File: src/rtl/fetch_aggregator_pkg.sv
// Shared defaults and width-clamp helper for the fetch aggregator.
package fetch_aggregator_pkg;

  localparam int unsigned DEF_DATA_WIDTH  = 8;
  localparam int unsigned DEF_FETCH_WIDTH = 6;
  localparam int unsigned DEF_FW_BITS     = $clog2(DEF_FETCH_WIDTH + 1);

  // A request of 0 or above the lane count means "use every lane".
  function automatic int unsigned clamp_width(input int unsigned w, input int unsigned max_w);
    return ((w == 0) || (w > max_w)) ? max_w : w;
  endfunction

endpackage

File: src/rtl/fetch_aggregator.sv
// Packs narrow words popped from an upstream FIFO into a wide multi-lane packet
// whose lane count is selectable at run time and switches only between packets.
module fetch_aggregator
  import fetch_aggregator_pkg::*;
#(
  parameter int unsigned DATA_WIDTH  = DEF_DATA_WIDTH,
  parameter int unsigned FETCH_WIDTH = DEF_FETCH_WIDTH,
  localparam int unsigned FW_BITS    = $clog2(FETCH_WIDTH + 1)
) (
  input  logic                              clk,
  input  logic                              rst_n,
  input  logic [DATA_WIDTH-1:0]             sender_data,
  input  logic                              sender_empty_n,
  output logic                              sender_deq,
  output logic [FETCH_WIDTH*DATA_WIDTH-1:0] receiver_data,
  input  logic                              receiver_full_n,
  output logic                              receiver_enq,
  input  logic                              change_fetch_width,
  input  logic [FW_BITS-1:0]                input_fetch_width
);

  logic [FETCH_WIDTH-1:0][DATA_WIDTH-1:0] lane_q, lane_d;
  logic [FW_BITS-1:0] count_q, count_d;
  logic [FW_BITS-1:0] active_w_q, active_w_d;
  logic [FW_BITS-1:0] pending_w_q, pending_w_d;
  logic               pending_q, pending_d;

  logic [FW_BITS-1:0] req_w_c;
  logic [FW_BITS-1:0] wr_idx_c;
  logic               full_c;
  logic               boundary_c;

  assign req_w_c       = FW_BITS'(clamp_width(32'(input_fetch_width), FETCH_WIDTH));
  assign receiver_data = lane_q;

  // Handshakes: forced low in reset so nothing moves while rst_n is asserted.
  always_comb begin
    full_c       = (count_q == active_w_q);
    receiver_enq = rst_n & full_c & receiver_full_n;
    sender_deq   = rst_n & sender_empty_n & ((count_q < active_w_q) | receiver_enq);
  end

  // Next state: consume packet, append word, apply pending width at a boundary.
  always_comb begin
    lane_d      = lane_q;
    count_d     = count_q;
    active_w_d  = active_w_q;
    pending_w_d = pending_w_q;
    pending_d   = pending_q;
    wr_idx_c    = receiver_enq ? '0 : count_q;
    boundary_c  = (count_q == '0) || receiver_enq;

    // Clearing on consume keeps lanes beyond the active width at zero.
    if (receiver_enq) begin
      lane_d  = '0;
      count_d = '0;
    end

    if (sender_deq) begin
      for (int unsigned i = 0; i < FETCH_WIDTH; i++) begin
        if (FW_BITS'(i) == wr_idx_c) lane_d[i] = sender_data;
      end
      count_d = wr_idx_c + FW_BITS'(1);
    end

    if (boundary_c && pending_q) begin
      active_w_d = pending_w_q;
      pending_d  = 1'b0;
    end

    // A new request lands in pending and waits for the following boundary.
    if (change_fetch_width) begin
      pending_w_d = req_w_c;
      pending_d   = 1'b1;
    end
  end

  // State registers.
  always_ff @(posedge clk or negedge rst_n) begin
    if (!rst_n) begin
      lane_q      <= '0;
      count_q     <= '0;
      active_w_q  <= FW_BITS'(FETCH_WIDTH);
      pending_w_q <= FW_BITS'(FETCH_WIDTH);
      pending_q   <= 1'b0;
    end else begin
      lane_q      <= lane_d;
      count_q     <= count_d;
      active_w_q  <= active_w_d;
      pending_w_q <= pending_w_d;
      pending_q   <= pending_d;
    end
  end

endmodule

File: config.mk
export PLATFORM = sky130hd
export DESIGN_NAME = fetch_aggregator
export DESIGN_NICKNAME = d
export VERILOG_FILES = /design/src/rtl/fetch_aggregator_pkg.sv /design/src/rtl/fetch_aggregator.sv
export SDC_FILE = /design/constraint.sdc
export NUM_CORES = 1
export LEC_CHECK = 0
export BUFFER_PORTS_ARGS = -buffer_cell sky130_fd_sc_hd__buf_2
export CAP_MARGIN = 25
export CORE_ASPECT_RATIO = 1.1
export CORE_MARGIN = 2
export CORE_UTILIZATION = 35
export DETAILED_ROUTE_END_ITERATION = 7
export SETUP_SLACK_MARGIN = 0.2
export SLEW_MARGIN = 20
export SYNTH_ARGS = -nofsm -noshare
export SYNTH_HDL_FRONTEND = slang
export SYNTH_SLANG_ARGS = --single-unit
File: constraint.sdc
create_clock -name clk -period 3.5 [get_ports clk]
set_input_delay 0 -clock clk [delete_from_list [all_inputs] [get_ports clk]]
set_output_delay 0 -clock clk [all_outputs]
set_load 0.01 [all_outputs]
==> results list <==
* Number of vias after detailed routing: 2000
- Post-route non-filler standard cell count: 385
- Sequential share of the synthesized area: 57.5%
- Net count of the finished layout: 318
* Initial detailed-routing violation count: 147
- By area, the combinational part of the netlist is dominated by compound AO/OA/AOI/OAI gates.
- Pwr per Cell Area: 399 nW/um^2
- At the worst endpoint, the required time is 3.70 ns.
- Effective utilization at floorplan: 36.2%
- Number of placement rows: 32
- Drt total wl: 6290 um
* Met1 Track Usage GR: 21.5%
* Synthesized-area fraction occupied by and/or/nand/nor cells: 12.0%
- The total count of max-transition violations in the final report was 0.
- After detailed routing, the average wire length per cell comes to 16.3 um.
- Synthesis produced a netlist whose cell count is 215.
- Result of the run: completed
* Endpoint kind of the worst setup timing path: register
* Layout cell share with drive strength beyond 1: 34.0%
- Clock tree root driver cell: sky130_fd_sc_hd__clkbuf_8
- Count of max-cap constraint violations: 0
* Area of the mapped netlist: 2530 um^2
* Category of the worst setup path launch point: register
* CTS HTree Levels: 3
- The initial antenna violation count was 0.
- Class of the tightest hold or removal check: in -> reg
- Of the total synthesized cell area, the portion taken by full adders, half adders and majority gates is 3.46%.
- In this design, the stage delay of the slowest critical-path cell is 0.52 ns.
* Final Hold Vio Count: 0
- The number of global-route vias before repair was 1909.
- Subtracting the final worst setup slack from the clock period gives 2.75 ns.
* Mean Syn Cell Area: 11.8 um^2
- After synthesis, the largest area contributor takes up 53.3% of total cell area.
* Clock transition time at the flip-flop clock pins of the worst setup and hold paths: 0.06 ns
- Post-route setup slack: 0.754 ns
- Cell with the largest stage delay on the worst path: sky130_fd_sc_hd__dfstp_2
- Dividing the detail-routed via count by the number of cells gives 5.19.
- Arrival time worst endpoint: 2.95 ns
* Gpl congestion: 0.793
* Slew @ Worst Pin: 0.565 ns
- Dominant cells by area after synthesis: sky130_fd_sc_hd__dfrtp_1, sky130_fd_sc_hd__a22o_1, sky130_fd_sc_hd__dfstp_2
- After Yosys synthesis, XOR and XNOR cells account for 0% of the synthesized area.
- Fraction of met3 tracks used by global routing: 6.44%
* Final Cell Area: 3200 um^2
- Distinct cell type count of the synthesized netlist: 37
- Critical Path Fanout Max: 11
* Cell taking the most area after synthesis: sky130_fd_sc_hd__dfrtp_1
- Fmax achieved: 364 MHz
- Counting along the longest clock path gives a buffer depth of 2.
- Compound-cell area share of the yosys netlist: 22.3%
* Cts bufs inserted: 9
* RSZ-0062 raised after global routing: false
- Across all hold checks on the routed design, the worst slack comes to 0.0156 ns.
- The count of buffers added on input and output ports is 65.
- Net count after synthesis: 238
- Pwr Total: 1.28 mW
- Synthesis-to-layout area growth: 26.3%
- The library cell used most frequently in the layout, excluding fill and tap cells, is sky130_fd_sc_hd__buf_2.
- For this run, design rule violations remaining after detail routing come to 0.
- Maximum number of pins on one net before global-route repair: 47
- Worst setup timing slack at the placement stage: 0.746 ns
- Post-route fraction of the period consumed by the critical path: 78.4%
- The number of gates resized after CTS was 0.
* Global-route wire length before repair: 10000 um
- Setup violations remaining at the end of the flow were counted as 0.
- Fraction of met2 tracks used by global routing: 26.0%
- Placed instance count: 358
- Leakage power total: 1.63 nW
- The tree built by TritonCTS fans out to 58 sinks.
- Final antenna-violating net count: 0
- Share of synthesized area spent on multiplexers: 1.33%
- The core region is 7010 um^2.
- Once the clock tree was built, the setup fixing pass inserted 0 buffers.
* Number of register bits inferred by synthesis: 58
- Clock tree from TritonCTS: yes
* I/O pin cnt: 66
* Overall fraction of global-route tracks in use: 16.6%
- The floorplan step set the die height to 93.3 um.
- At the end of the flow the core is filled with cells to 45.7%.
- The HPWL after detailed placement is 4490 um.
- The top cell types in the final layout, fill and taps aside, are sky130_fd_sc_hd__buf_2, sky130_fd_sc_hd__dfrtp_1, sky130_fd_sc_hd__a22o_1, sky130_fd_sc_hd__a21oi_1, sky130_fd_sc_hd__nand3_1.
* Horiz. Die Dim: 85.1 um
- Most congested layer reported by global routing: met2
- IR drop worst, VDD: 0.000221 V
* Number of warnings issued by yosys: 0
- 0 antenna diodes ended up in the layout.
- Number of fill cells: 658
- The later pin in the worst-skew pair is clocked with a latency of 0.34 ns.
* Worst Path Class, Setup: reg -> reg
- Total congestion overflow: 0
* Setup_tns: 0 ns
- Relative slew slack: 62.3%
- The floorplan step defined a die boundary enclosing 7940 um^2.
- Cell breakdown of the critical path: inv_1, ha_1, and3_1, nand3_4, nand2_1, inv_2, ha_1, nand4_1, or3_1, nand2_1, a21oi_1
* Post-placement cell area: 2920 um^2
* Detailed-router iteration count before antenna repair: 4
* Worst clock skew: 0.0102 ns
per-layer routing:
metal | vias to the layer above | wire (um)
li1 | 960 | -
met1 | 966 | 2880
met2 | 70 | 2980
met3 | 4 | 397
met4 | 0 | 31
met5 | - | 0
repair_timing:
item	4_1_cts	5_1_grt
endpoints found under the setup margin	0	0
endpoints found under the hold margin	23	0
hold buffers	11	0
cell families (layout without fill, tap and decap cells):
| family | Yosys count | in the layout |
|---|---|---|
| buffers and inverters | 16 | 101 |
| adders and majority gates | 7 | 7 |
| DFF | 58 | 58 |
| muxes | 3 | 3 |
| AOI/OAI and AO/OA | 75 | 75 |
| and+or+nand+nor | 56 | 56 |
synthesized netlist by cell type (all sizes together):
cell,instances
and4,1
nand3,19
nor2,9
o211a,1
or3,2
and3,1
dfrtp,54
nand3b,1
nand2,15
nand4,2
a222oi,1
o21ai,11
mux2,3
or2,1
ha,7
buf,6
a22o,32
inv,8
and2,1
dfstp,4
clkbuf,2
o22ai,2
a31oi,3
nor3,3
and3b,1
a21o,2
a21oi,23
layout make-up:
type	instances	area, um^2	area share, %
clock buffer	11	141	4.42
clock inverter	5	30.0	0.938
inverter	8	32.5	1.02
multi-input combinational	141	992	31.0
sequential	58	1460	45.5
tap	85	106	3.32
timing repair buffer	77	443	13.8
final timing paths:
path / end / depth (start not counted) / from / slack [ns]
worst max-delay path: receiver_data[45] / 11 / active_w_q[2] / 0.75
worst min-delay path: receiver_data[36] / 3 / sender_data[4] / 0.02
worst max register to register: receiver_data[45] / 11 / active_w_q[2] / 0.75
worst min register to register: pending_q / 1 / pending_q / 0.48
max in group asynchronous: receiver_data[8] / 3 / rst_n / 2.43
min in group asynchronous: receiver_data[42] / 2 / rst_n / 0.16
flip-flops by register name (all words and copies together) (netlist names):
name / count
active_w_q: 3
count_q: 3
pending_q: 1
pending_w_q: 3
receiver_data: 48
worst max-delay path: cells and delay by family (launching register included):
kind                     cells  cell delay [ns]
AO/OA/AOI/OAI                1             0.07
adder cells (fa/ha/maj)      2             0.69
buffers and inverters        2             0.13
flip-flops                   1             0.52
AND/OR/NAND/NOR              6             1.20
power breakdown:
| group | internal [mW] | total (mW) | switching [mW] | leakage, nW |
|---|---|---|---|---|
| combinational | 0.0238 | 0.0646 | 0.0408 | 0.763 |
| clock | 0.272 | 0.530 | 0.259 | 0.0851 |
| sequential | 0.679 | 0.683 | 0.00382 | 0.780 |
(Power assumes the default switching activity.)
